--- src/rtl/axi_lite_avalon_sequencer.sv ---
// AXI4-Lite slave to Avalon-MM master sequencer.
// Serves one AXI-Lite transaction at a time on a single Avalon-MM master port.
// Reads and writes are arbitrated round-robin. Out-of-range addresses get SLVERR.
// A slave that stalls for C_TIMEOUT cycles is abandoned with SLVERR.
// All outputs are registered.
module axi_lite_avalon_sequencer #(
    parameter int          C_S_AXI_ADDR_WIDTH = 32,
    parameter int          C_S_AXI_DATA_WIDTH = 32,
    parameter logic [31:0] C_BASEADDR         = 32'h0000_0000,
    parameter logic [31:0] C_HIGHADDR         = 32'h0000_FFFF,
    parameter int          C_AVS_ADDR_WIDTH   = 11,
    parameter int          C_TIMEOUT          = 255
) (
    input  logic                              ACLK,
    input  logic                              ARESETN,
    input  logic [C_S_AXI_ADDR_WIDTH-1:0]     S_AXI_AWADDR,
    input  logic                              S_AXI_AWVALID,
    output logic                              S_AXI_AWREADY,
    input  logic [C_S_AXI_DATA_WIDTH-1:0]     S_AXI_WDATA,
    input  logic [C_S_AXI_DATA_WIDTH/8-1:0]   S_AXI_WSTRB,
    input  logic                              S_AXI_WVALID,
    output logic                              S_AXI_WREADY,
    output logic [1:0]                        S_AXI_BRESP,
    output logic                              S_AXI_BVALID,
    input  logic                              S_AXI_BREADY,
    input  logic [C_S_AXI_ADDR_WIDTH-1:0]     S_AXI_ARADDR,
    input  logic                              S_AXI_ARVALID,
    output logic                              S_AXI_ARREADY,
    output logic [C_S_AXI_DATA_WIDTH-1:0]     S_AXI_RDATA,
    output logic [1:0]                        S_AXI_RRESP,
    output logic                              S_AXI_RVALID,
    input  logic                              S_AXI_RREADY,
    output logic [C_AVS_ADDR_WIDTH-1:0]       avm_address,
    output logic [C_S_AXI_DATA_WIDTH/8-1:0]   avm_byteenable,
    output logic                              avm_read,
    output logic                              avm_write,
    output logic [C_S_AXI_DATA_WIDTH-1:0]     avm_writedata,
    input  logic [C_S_AXI_DATA_WIDTH-1:0]     avm_readdata,
    input  logic                              avm_waitrequest
);

    localparam int AW = C_S_AXI_ADDR_WIDTH;
    localparam int DW = C_S_AXI_DATA_WIDTH;
    localparam int BW = C_S_AXI_DATA_WIDTH / 8;

    localparam logic [AW-1:0] BASE_ADDR = AW'(C_BASEADDR);
    localparam logic [AW-1:0] SPAN      = AW'(C_HIGHADDR - C_BASEADDR);
    localparam logic [7:0]    TMO_LIMIT = 8'(C_TIMEOUT);
    localparam logic [1:0]    RESP_OKAY = 2'b00;
    localparam logic [1:0]    RESP_SLVERR = 2'b10;

    typedef enum logic [2:0] {
        ST_IDLE     = 3'd0,
        ST_WR_ISSUE = 3'd1,
        ST_RD_ISSUE = 3'd2,
        ST_WR_RESP  = 3'd3,
        ST_RD_RESP  = 3'd4
    } state_t;

    // Offset compare avoids a constant-bound comparison when the base is zero.
    function automatic logic addr_in_range(input logic [AW-1:0] addr);
        addr_in_range = ((addr - BASE_ADDR) <= SPAN);
    endfunction

    // Byte address relative to the window, converted to a truncated word address.
    function automatic logic [C_AVS_ADDR_WIDTH-1:0] word_addr(input logic [AW-1:0] addr);
        word_addr = C_AVS_ADDR_WIDTH'((addr - BASE_ADDR) >> 2'd2);
    endfunction

    state_t                    state_r, state_nx;
    logic                      last_rd_r, last_rd_nx;
    logic                      in_range_r, in_range_nx;
    logic [7:0]                tmo_cnt_r, tmo_cnt_nx;
    logic                      awready_r, awready_nx;
    logic                      wready_r, wready_nx;
    logic                      arready_r, arready_nx;
    logic                      bvalid_r, bvalid_nx;
    logic [1:0]                bresp_r, bresp_nx;
    logic                      rvalid_r, rvalid_nx;
    logic [1:0]                rresp_r, rresp_nx;
    logic [DW-1:0]             rdata_r, rdata_nx;
    logic [C_AVS_ADDR_WIDTH-1:0] avm_address_r, avm_address_nx;
    logic [BW-1:0]             avm_byteenable_r, avm_byteenable_nx;
    logic                      avm_read_r, avm_read_nx;
    logic                      avm_write_r, avm_write_nx;
    logic [DW-1:0]             avm_writedata_r, avm_writedata_nx;

    logic wr_cand_s;
    logic rd_cand_s;
    logic grant_wr_s;
    logic grant_rd_s;
    logic tmo_hit_s;

    // A write is only a candidate once both address and data are offered.
    assign wr_cand_s  = S_AXI_AWVALID & S_AXI_WVALID;
    assign rd_cand_s  = S_AXI_ARVALID;
    assign grant_wr_s = wr_cand_s & (~rd_cand_s | last_rd_r);
    assign grant_rd_s = rd_cand_s & ~grant_wr_s;
    assign tmo_hit_s  = ((tmo_cnt_r + 8'd1) == TMO_LIMIT);

    // Next-state and next-output logic for the sequencer.
    always_comb begin
        state_nx           = state_r;
        last_rd_nx         = last_rd_r;
        in_range_nx        = in_range_r;
        tmo_cnt_nx         = tmo_cnt_r;
        awready_nx         = 1'b0;
        wready_nx          = 1'b0;
        arready_nx         = 1'b0;
        bvalid_nx          = bvalid_r;
        bresp_nx           = bresp_r;
        rvalid_nx          = rvalid_r;
        rresp_nx           = rresp_r;
        rdata_nx           = rdata_r;
        avm_address_nx     = avm_address_r;
        avm_byteenable_nx  = avm_byteenable_r;
        avm_read_nx        = avm_read_r;
        avm_write_nx       = avm_write_r;
        avm_writedata_nx   = avm_writedata_r;

        case (state_r)
            ST_IDLE: begin
                avm_read_nx  = 1'b0;
                avm_write_nx = 1'b0;
                if (grant_wr_s) begin
                    state_nx          = ST_WR_ISSUE;
                    awready_nx        = 1'b1;
                    wready_nx         = 1'b1;
                    tmo_cnt_nx        = 8'd0;
                    in_range_nx       = addr_in_range(S_AXI_AWADDR);
                    avm_address_nx    = word_addr(S_AXI_AWADDR);
                    avm_byteenable_nx = S_AXI_WSTRB;
                    avm_writedata_nx  = S_AXI_WDATA;
                    avm_write_nx      = addr_in_range(S_AXI_AWADDR);
                end else if (grant_rd_s) begin
                    state_nx          = ST_RD_ISSUE;
                    arready_nx        = 1'b1;
                    tmo_cnt_nx        = 8'd0;
                    in_range_nx       = addr_in_range(S_AXI_ARADDR);
                    avm_address_nx    = word_addr(S_AXI_ARADDR);
                    avm_byteenable_nx = {BW{1'b1}};
                    avm_read_nx       = addr_in_range(S_AXI_ARADDR);
                end else begin
                    state_nx = ST_IDLE;
                end
            end

            ST_WR_ISSUE: begin
                if (!in_range_r) begin
                    state_nx     = ST_WR_RESP;
                    bvalid_nx    = 1'b1;
                    bresp_nx     = RESP_SLVERR;
                    avm_write_nx = 1'b0;
                end else if (!avm_waitrequest) begin
                    state_nx     = ST_WR_RESP;
                    bvalid_nx    = 1'b1;
                    bresp_nx     = RESP_OKAY;
                    avm_write_nx = 1'b0;
                end else if (tmo_hit_s) begin
                    state_nx     = ST_WR_RESP;
                    bvalid_nx    = 1'b1;
                    bresp_nx     = RESP_SLVERR;
                    avm_write_nx = 1'b0;
                end else begin
                    tmo_cnt_nx = tmo_cnt_r + 8'd1;
                end
            end

            ST_RD_ISSUE: begin
                if (!in_range_r) begin
                    state_nx    = ST_RD_RESP;
                    rvalid_nx   = 1'b1;
                    rresp_nx    = RESP_SLVERR;
                    rdata_nx    = {DW{1'b0}};
                    avm_read_nx = 1'b0;
                end else if (!avm_waitrequest) begin
                    state_nx    = ST_RD_RESP;
                    rvalid_nx   = 1'b1;
                    rresp_nx    = RESP_OKAY;
                    rdata_nx    = avm_readdata;
                    avm_read_nx = 1'b0;
                end else if (tmo_hit_s) begin
                    state_nx    = ST_RD_RESP;
                    rvalid_nx   = 1'b1;
                    rresp_nx    = RESP_SLVERR;
                    rdata_nx    = {DW{1'b0}};
                    avm_read_nx = 1'b0;
                end else begin
                    tmo_cnt_nx = tmo_cnt_r + 8'd1;
                end
            end

            ST_WR_RESP: begin
                avm_write_nx = 1'b0;
                if (S_AXI_BREADY) begin
                    state_nx   = ST_IDLE;
                    bvalid_nx  = 1'b0;
                    last_rd_nx = 1'b0;
                end else begin
                    state_nx = ST_WR_RESP;
                end
            end

            ST_RD_RESP: begin
                avm_read_nx = 1'b0;
                if (S_AXI_RREADY) begin
                    state_nx   = ST_IDLE;
                    rvalid_nx  = 1'b0;
                    last_rd_nx = 1'b1;
                end else begin
                    state_nx = ST_RD_RESP;
                end
            end

            default: begin
                state_nx     = ST_IDLE;
                avm_read_nx  = 1'b0;
                avm_write_nx = 1'b0;
                bvalid_nx    = 1'b0;
                rvalid_nx    = 1'b0;
            end
        endcase
    end

    // State and registered outputs; the pointer starts as if a read was served last so writes win first.
    always_ff @(posedge ACLK) begin
        if (!ARESETN) begin
            state_r          <= ST_IDLE;
            last_rd_r        <= 1'b1;
            in_range_r       <= 1'b0;
            tmo_cnt_r        <= 8'd0;
            awready_r        <= 1'b0;
            wready_r         <= 1'b0;
            arready_r        <= 1'b0;
            bvalid_r         <= 1'b0;
            bresp_r          <= 2'b00;
            rvalid_r         <= 1'b0;
            rresp_r          <= 2'b00;
            rdata_r          <= {DW{1'b0}};
            avm_address_r    <= {C_AVS_ADDR_WIDTH{1'b0}};
            avm_byteenable_r <= {BW{1'b0}};
            avm_read_r       <= 1'b0;
            avm_write_r      <= 1'b0;
            avm_writedata_r  <= {DW{1'b0}};
        end else begin
            state_r          <= state_nx;
            last_rd_r        <= last_rd_nx;
            in_range_r       <= in_range_nx;
            tmo_cnt_r        <= tmo_cnt_nx;
            awready_r        <= awready_nx;
            wready_r         <= wready_nx;
            arready_r        <= arready_nx;
            bvalid_r         <= bvalid_nx;
            bresp_r          <= bresp_nx;
            rvalid_r         <= rvalid_nx;
            rresp_r          <= rresp_nx;
            rdata_r          <= rdata_nx;
            avm_address_r    <= avm_address_nx;
            avm_byteenable_r <= avm_byteenable_nx;
            avm_read_r       <= avm_read_nx;
            avm_write_r      <= avm_write_nx;
            avm_writedata_r  <= avm_writedata_nx;
        end
    end

    assign S_AXI_AWREADY  = awready_r;
    assign S_AXI_WREADY   = wready_r;
    assign S_AXI_ARREADY  = arready_r;
    assign S_AXI_BVALID   = bvalid_r;
    assign S_AXI_BRESP    = bresp_r;
    assign S_AXI_RVALID   = rvalid_r;
    assign S_AXI_RRESP    = rresp_r;
    assign S_AXI_RDATA    = rdata_r;
    assign avm_address    = avm_address_r;
    assign avm_byteenable = avm_byteenable_r;
    assign avm_read       = avm_read_r;
    assign avm_write      = avm_write_r;
    assign avm_writedata  = avm_writedata_r;

endmodule

--- config.mk ---
export PLATFORM = sky130hd
export DESIGN_NAME = axi_lite_avalon_sequencer
export DESIGN_NICKNAME = d
export VERILOG_FILES = /design/src/rtl/axi_lite_avalon_sequencer.sv
export SDC_FILE = /design/constraint.sdc
export NUM_CORES = 1
export LEC_CHECK = 0
export ABC_AREA = 0
export BUFFER_PORTS_ARGS = -buffer_cell sky130_fd_sc_hd__buf_2
export CAP_MARGIN = 20
export CELL_PAD_IN_SITES_DETAIL_PLACEMENT = 1
export CELL_PAD_IN_SITES_GLOBAL_PLACEMENT = 2
export CORE_MARGIN = 2
export CORE_UTILIZATION = 27
export CTS_BUF_LIST = sky130_fd_sc_hd__clkbuf_8
export DETAILED_ROUTE_END_ITERATION = 12
export GPL_TIMING_DRIVEN = 0
export PLACE_DENSITY_LB_ADDON = 0.1
export SYNTH_ARGS = -nofsm -noshare
export SYNTH_HDL_FRONTEND = slang
export SYNTH_SLANG_ARGS = --single-unit
--- constraint.sdc ---
create_clock -name ACLK -period 4.4 [get_ports ACLK]
set_input_delay 0 -clock ACLK [delete_from_list [all_inputs] [get_ports ACLK]]
set_output_delay 0 -clock ACLK [all_outputs]
set_load 0.02 [all_outputs]
# Yosys cells after proc, flatten, opt, wreduce, memory -nomap -nowiden
# Cells that the tools add are included.
# word_totals
regBits,102
inputBits,140
output_inout_bits,90
word_cells,115
# classes
addsub,1
order_cmp,2
eq_ne,14
mux,48
n_bitwise,12
n_reduce_logical,22
# ops
operator,n
2-to-1 mux 32 bit,3
<= comparator 32 x 16 -> 1 bit (second input constant),2
2-to-1 mux 8 bit,5
2-to-1 mux 11 bit,2
2-to-1 mux 3 bit,7
2-to-1 mux 1 bit,16
one-hot mux 8 bit (2 select lines),1
AND reduction 2 bit,8
one-hot mux 3 bit (5 select lines),1
2-to-1 mux 2 bit,6
one-hot mux 1 bit (3 select lines),4
AND reduction 3 bit,3
OR reduction 3 bit,3
adder 8 x 1 -> 8 bit (second input constant),1
equality test 8 bit (second input constant),1
2-to-1 mux 4 bit,2
inequality test 4 bit (second input constant),2
inverter 1 bit,8
equality test 3 x 2 -> 1 bit (second input constant),2
inequality test 2 bit (second input constant),3
nonzero test 2 bit,3
OR reduction 2 bit,3
AND reduction 5 bit,1
inequality test 2 x 1 -> 1 bit (second input constant),2
other kinds (8),10

# Logic depth before layout (Yosys ltp)
# depth
depth_word,8
ltp_mapped,8

# Least setup slack after synthesis
# OpenSTA, ideal clock, no wires.
# synth_path
kind,register -> register
from,register tmo_cnt_r[1]
to,"register rdata_r[23], in the netlist S_AXI_RDATA[23]"
setup_time_ns,0.118
arrival_time_ns,1.651
required_time_ns,4.282
setup_slack_ns,2.631
stages_incl_launch_ff,8
path_buffers,1
cell_sequence,dfxtp_1 ha_1 nand2_1 nor3_2 o221a_4 o21ai_4 buf_6 a32o_2
# synth_via
elab_chain_len,4
# synth_rtl
item,line_no,source
from (decl),73,"logic [7:0] tmo_cnt_r, tmo_cnt_nx;"
from (signal assigned),249,tmo_cnt_r <= tmo_cnt_nx;
adder 8 x 1 -> 8 bit,99,assign tmo_hit_s = ((tmo_cnt_r + 8'd1) == TMO_LIMIT);
equality test 8 bit,99,
inequality test 3 x 2 -> 1 bit (no source line),-,
AND reduction 2 bit (no source line),-,
to (signal assigned),239,rdata_r <= {DW{1'b0}};
to (signal assigned),257,rdata_r <= rdata_nx;
to (decl),81,"logic [DW-1:0] rdata_r, rdata_nx;"
# Every way passes these cells.
# A chain may end at the register's enable or synchronous reset.

# Final worst setup path
# layout_path
from,register last_rd_r
to,"register avm_address_r[1], in the netlist avm_address[1]"
# layout_via
elab_chain_len,6
# layout_rtl
item,line_no,source
from (decl),71,"logic last_rd_r, last_rd_nx;"
from (signal assigned),247,last_rd_r <= last_rd_nx;
OR 1 bit (*),97,assign grant_wr_s = wr_cand_s & (~rd_cand_s | last_rd_r);
bitwise AND 1 bit (*),97,
inverter 1 bit,98,assign grant_rd_s = rd_cand_s & ~grant_wr_s;
bitwise AND 1 bit,98,
nonzero test 2 bit (no source line),-,
AND reduction 2 bit (no source line),-,
to (signal assigned),240,avm_address_r <= {C_AVS_ADDR_WIDTH{1'b0}};
to (signal assigned),258,avm_address_r <= avm_address_nx;
to (decl),82,"logic [C_AVS_ADDR_WIDTH-1:0] avm_address_r, avm_address_nx;"
# Mark *: on every way between the ends. The rest lies on a longest branch, timed or not.

==> run_results.csv <==
group,metric,value,unit
critical_path,worstRegToRegCells,6,
timing,min_period_over_period,51.79,%
floorplan,site_rows,45,
flow_run,max_cap_viol_count,0,
outcome,outcome,"complete, no violations",
critical_path,worstPathCellList,"inv_1 > a21oi_1 > buf_2 > mux2i_1 > dlygate4sd3_1 > a211oi_1",
route,routed_wire_length_per_instance,15.53,um
layout,most-common-layout-cells,"buf_2 (226), dfxtp_1 (100), dlygate4sd3_1 (91)",
critical_path,worstSetupPathType,"flop to flop",
synth,yosysSeqAreaShare,48.15,%
timing,rsz0062_at_grt,"no",
timing,setup_tns,0,ps
timing,report.final.hold_viol_count,0,
layout,n_antenna_cell,0,
clocking,tritoncts_num_sinks,100,
layout,fin_area,6589,um2
route,dr.first_iter.drc_count,114,
clocking,worst_skew_pair.late_latency,370,ps
floorplan,io_pins,230,
route,post_drt_via_cell_ratio,4.731,
route,vias,4542,
critical_path,worst-r2r-setup-slack,2120,ps
synth,syn_avg_cell_area,9.260,um2
placement,dp.cells,854,
critical_path,timing.critical_path.slowest_stage_cell,"dlygate4sd3_1",
clocking,cts-buffers-inserted,9,
route,remaining_drc_errors,0,
clocking,cts_tree,"built",
placement,buffer_ports.inserted,216,
global_route,remaining_global_route_overflow,0,
timing,slew_headroom,55.14,%
timing,tightest_slew,668.5,ps
floorplan,placeableCoreArea,15150,um2
floorplan,initial_cell_density_of_the_core,27.45,%
timing,maxClockFrequency,438.8,MHz
global_route,grt_start_max_net_pins,16,
synth,synthXorXnorAreaFrac,0.4213,%
critical_path,startpoint_type,"flop",
pwr,max-vdd-ir-drop,0.1729,mV
clocking,postCtsHoldBufs,91,
timing,maxSlewViolCount,0,
route,detail_route.wirelength,14910,um
timing,fin_worst_hold_slack,31.43,ps
synth,synth_seq_cells,100,
synth,post_synth_num_cell_types,59,
synth,synth_top_family_by_area,"compound AO/OA/AOI/OAI gates",
layout,final_net_count,910,
synth,synth-main-ff-cell,"dfxtp_1",
synth,synthesis.area,4158,um2
min_path,hold_class,"input pin to flop",
placement,routabilityCongestion,0.7958,
synth,synth-compound-area-share,25.28,%
global_route,antenna_found_initial,0,
pwr,cellLeakagePower,3.128,nW
layout,final_non_filler_cell_total,960,
global_route,track_usage,18.51,%
synth,synth_enable_flop_cells,0,
synth,ys_warn_count,0,
timing,timing.final.crit_period,2279,ps
layout,area_overhead_of_the_layout_relative_to_synthesis,58.47,%
synth,yosys.area_share.adder,0.6019,%
clocking,resized_gates_after_cts,0,
min_path,worstHoldPathCells,3,
clocking,post_cts.repair.setup_buffers,0,
critical_path,crit_path_end_kind,"flop",
critical_path,critPathArrivalTime,2520,ps
placement,placed_area,5478,um2
global_route,grt_pass1_vias,4953,
layout,final_layout_size_suffix_gt1_share,37.69,%
clocking,htree_levels,3,
floorplan,die_area,16410,um2
synth,synth_simple_gate_area_share,16.37,%
placement,detailedPlacementHpwl,10890,um
clocking,clock_tree.root_cell,"clkbuf_8",
route,ant_nets,0,
floorplan,floorplan.die.height,128.1,um
pwr,p_per_area,329.7,nW/um2
critical_path,cp.required,4640,ps
clocking,cts_buffer_depth,2,
floorplan,fp.dieW,128.1,um
timing,timing.final.setup_violations,0,
layout,commonest_non_fill_non_tap_cell_in_the_layout,"buf_2",
synth,postSynthCellCount,449,
global_route,grt_pass1_wl,24440,um
synth,synth.mux.area_fraction,3.190,%
route,drt_pre_antenna_iters,4,
synth,async_flop_share,0,%
critical_path,critical_path.max_stage_delay,580,ps
timing,clock_skew,3.397,ps
critical_path,cp_max_fo,10,
clocking,cts.clk_slew.worst_paths,90,ps
## where the power goes
group | switching [mW] | internal, mW
Combinational | 0.321 | 0.238
Clock | 0.318 | 0.290
Sequential | 0.0348 | 0.969
Total | 0.674 | 1.50
## cells in the mapped netlist, types with 5 or more instances
master	count	area [um2]
nor3_1	6	30.03
a32o_2	28	315.3
nor4_1	8	50.05
o21ai_0	5	25.02
a21oi_1	43	215.2
dfxtp_1	100	2002
clkbuf_1	18	67.56
o22ai_1	6	37.54
buf_4	5	37.54
a211oi_1	13	97.59
mux2i_1	11	110.1
nand2b_1	7	43.79
buf_2	10	50.05
inv_1	11	41.29
nor2_1	31	116.4
nand2_1	77	289.0
## routing by layer
| metal | part of all wire (%) | up-vias | GRT usage (%) |
|---|---|---|---|
| met4 | 1.5 | 0 | 4.977 |
| met2 | 52 | 122 | 34.16 |
| met3 | 6.1 | 17 | 5.968 |
| met5 | 0 | - | 0 |
| li1 | - | 2260 | - |
| met1 | 41 | 2143 | 20.35 |
## stage by stage
stage	util [%]	worst slack, ps	total power, mW
after global placement	36.17	2317	1.510
after detailed placement	36.17	2305	1.520
after global routing	43.50	1854	2.311
after floorplan	-	2631	1.321
final	43.50	2121	2.172
after CTS	43.50	2061	2.212
## worst max-delay path: cells and delay by family, from the launching register on
family,cells,cell delay [ps]
mux,1,250
flops,1,390
buf+inv,3,1040
compound gates,2,480
## flip-flops by register name, indices dropped and copies added, names as in the netlist, 3 cells and up
register        flops
S_AXI_RDATA        32
avm_writedata      32
avm_address        11
tmo_cnt_r           8
avm_byteenable      4
state_r             3
## kinds of logic (layout without fill, tap and decap cells)
kind of cell | count (synthesis) | count (layout)
and+or+nand+nor | 151 | 151
AOI/OAI and AO/OA | 132 | 132
DFF | 100 | 100
buffers and inverters | 49 | 371
muxes | 12 | 12
adders and majority gates | 2 | 2
xor gates and xnor gates | 2 | 2
other | 1 | 2
## path summary, 6_finish.rpt
check              startpoint              to
min          S_AXI_ARADDR[10]  avm_address[8]
min reg2reg    S_AXI_RRESP[1]  S_AXI_RRESP[1]
max                 last_rd_r  avm_address[1]
max reg2reg         last_rd_r  avm_address[1]
## area by class of cell
class / instances / area (um2)
timing repair buffer: 307 / 1992
tap: 188 / 235.2
multi-input combinational: 301 / 1914
fill: 1812 / 8557
inverter: 12 / 45.04
sequential: 100 / 2002
buffer: 37 / 200.2
clock buffer: 11 / 151.4
clock inverter: 4 / 48.80
No activity file was read; power rests on OpenSTA's default activity.
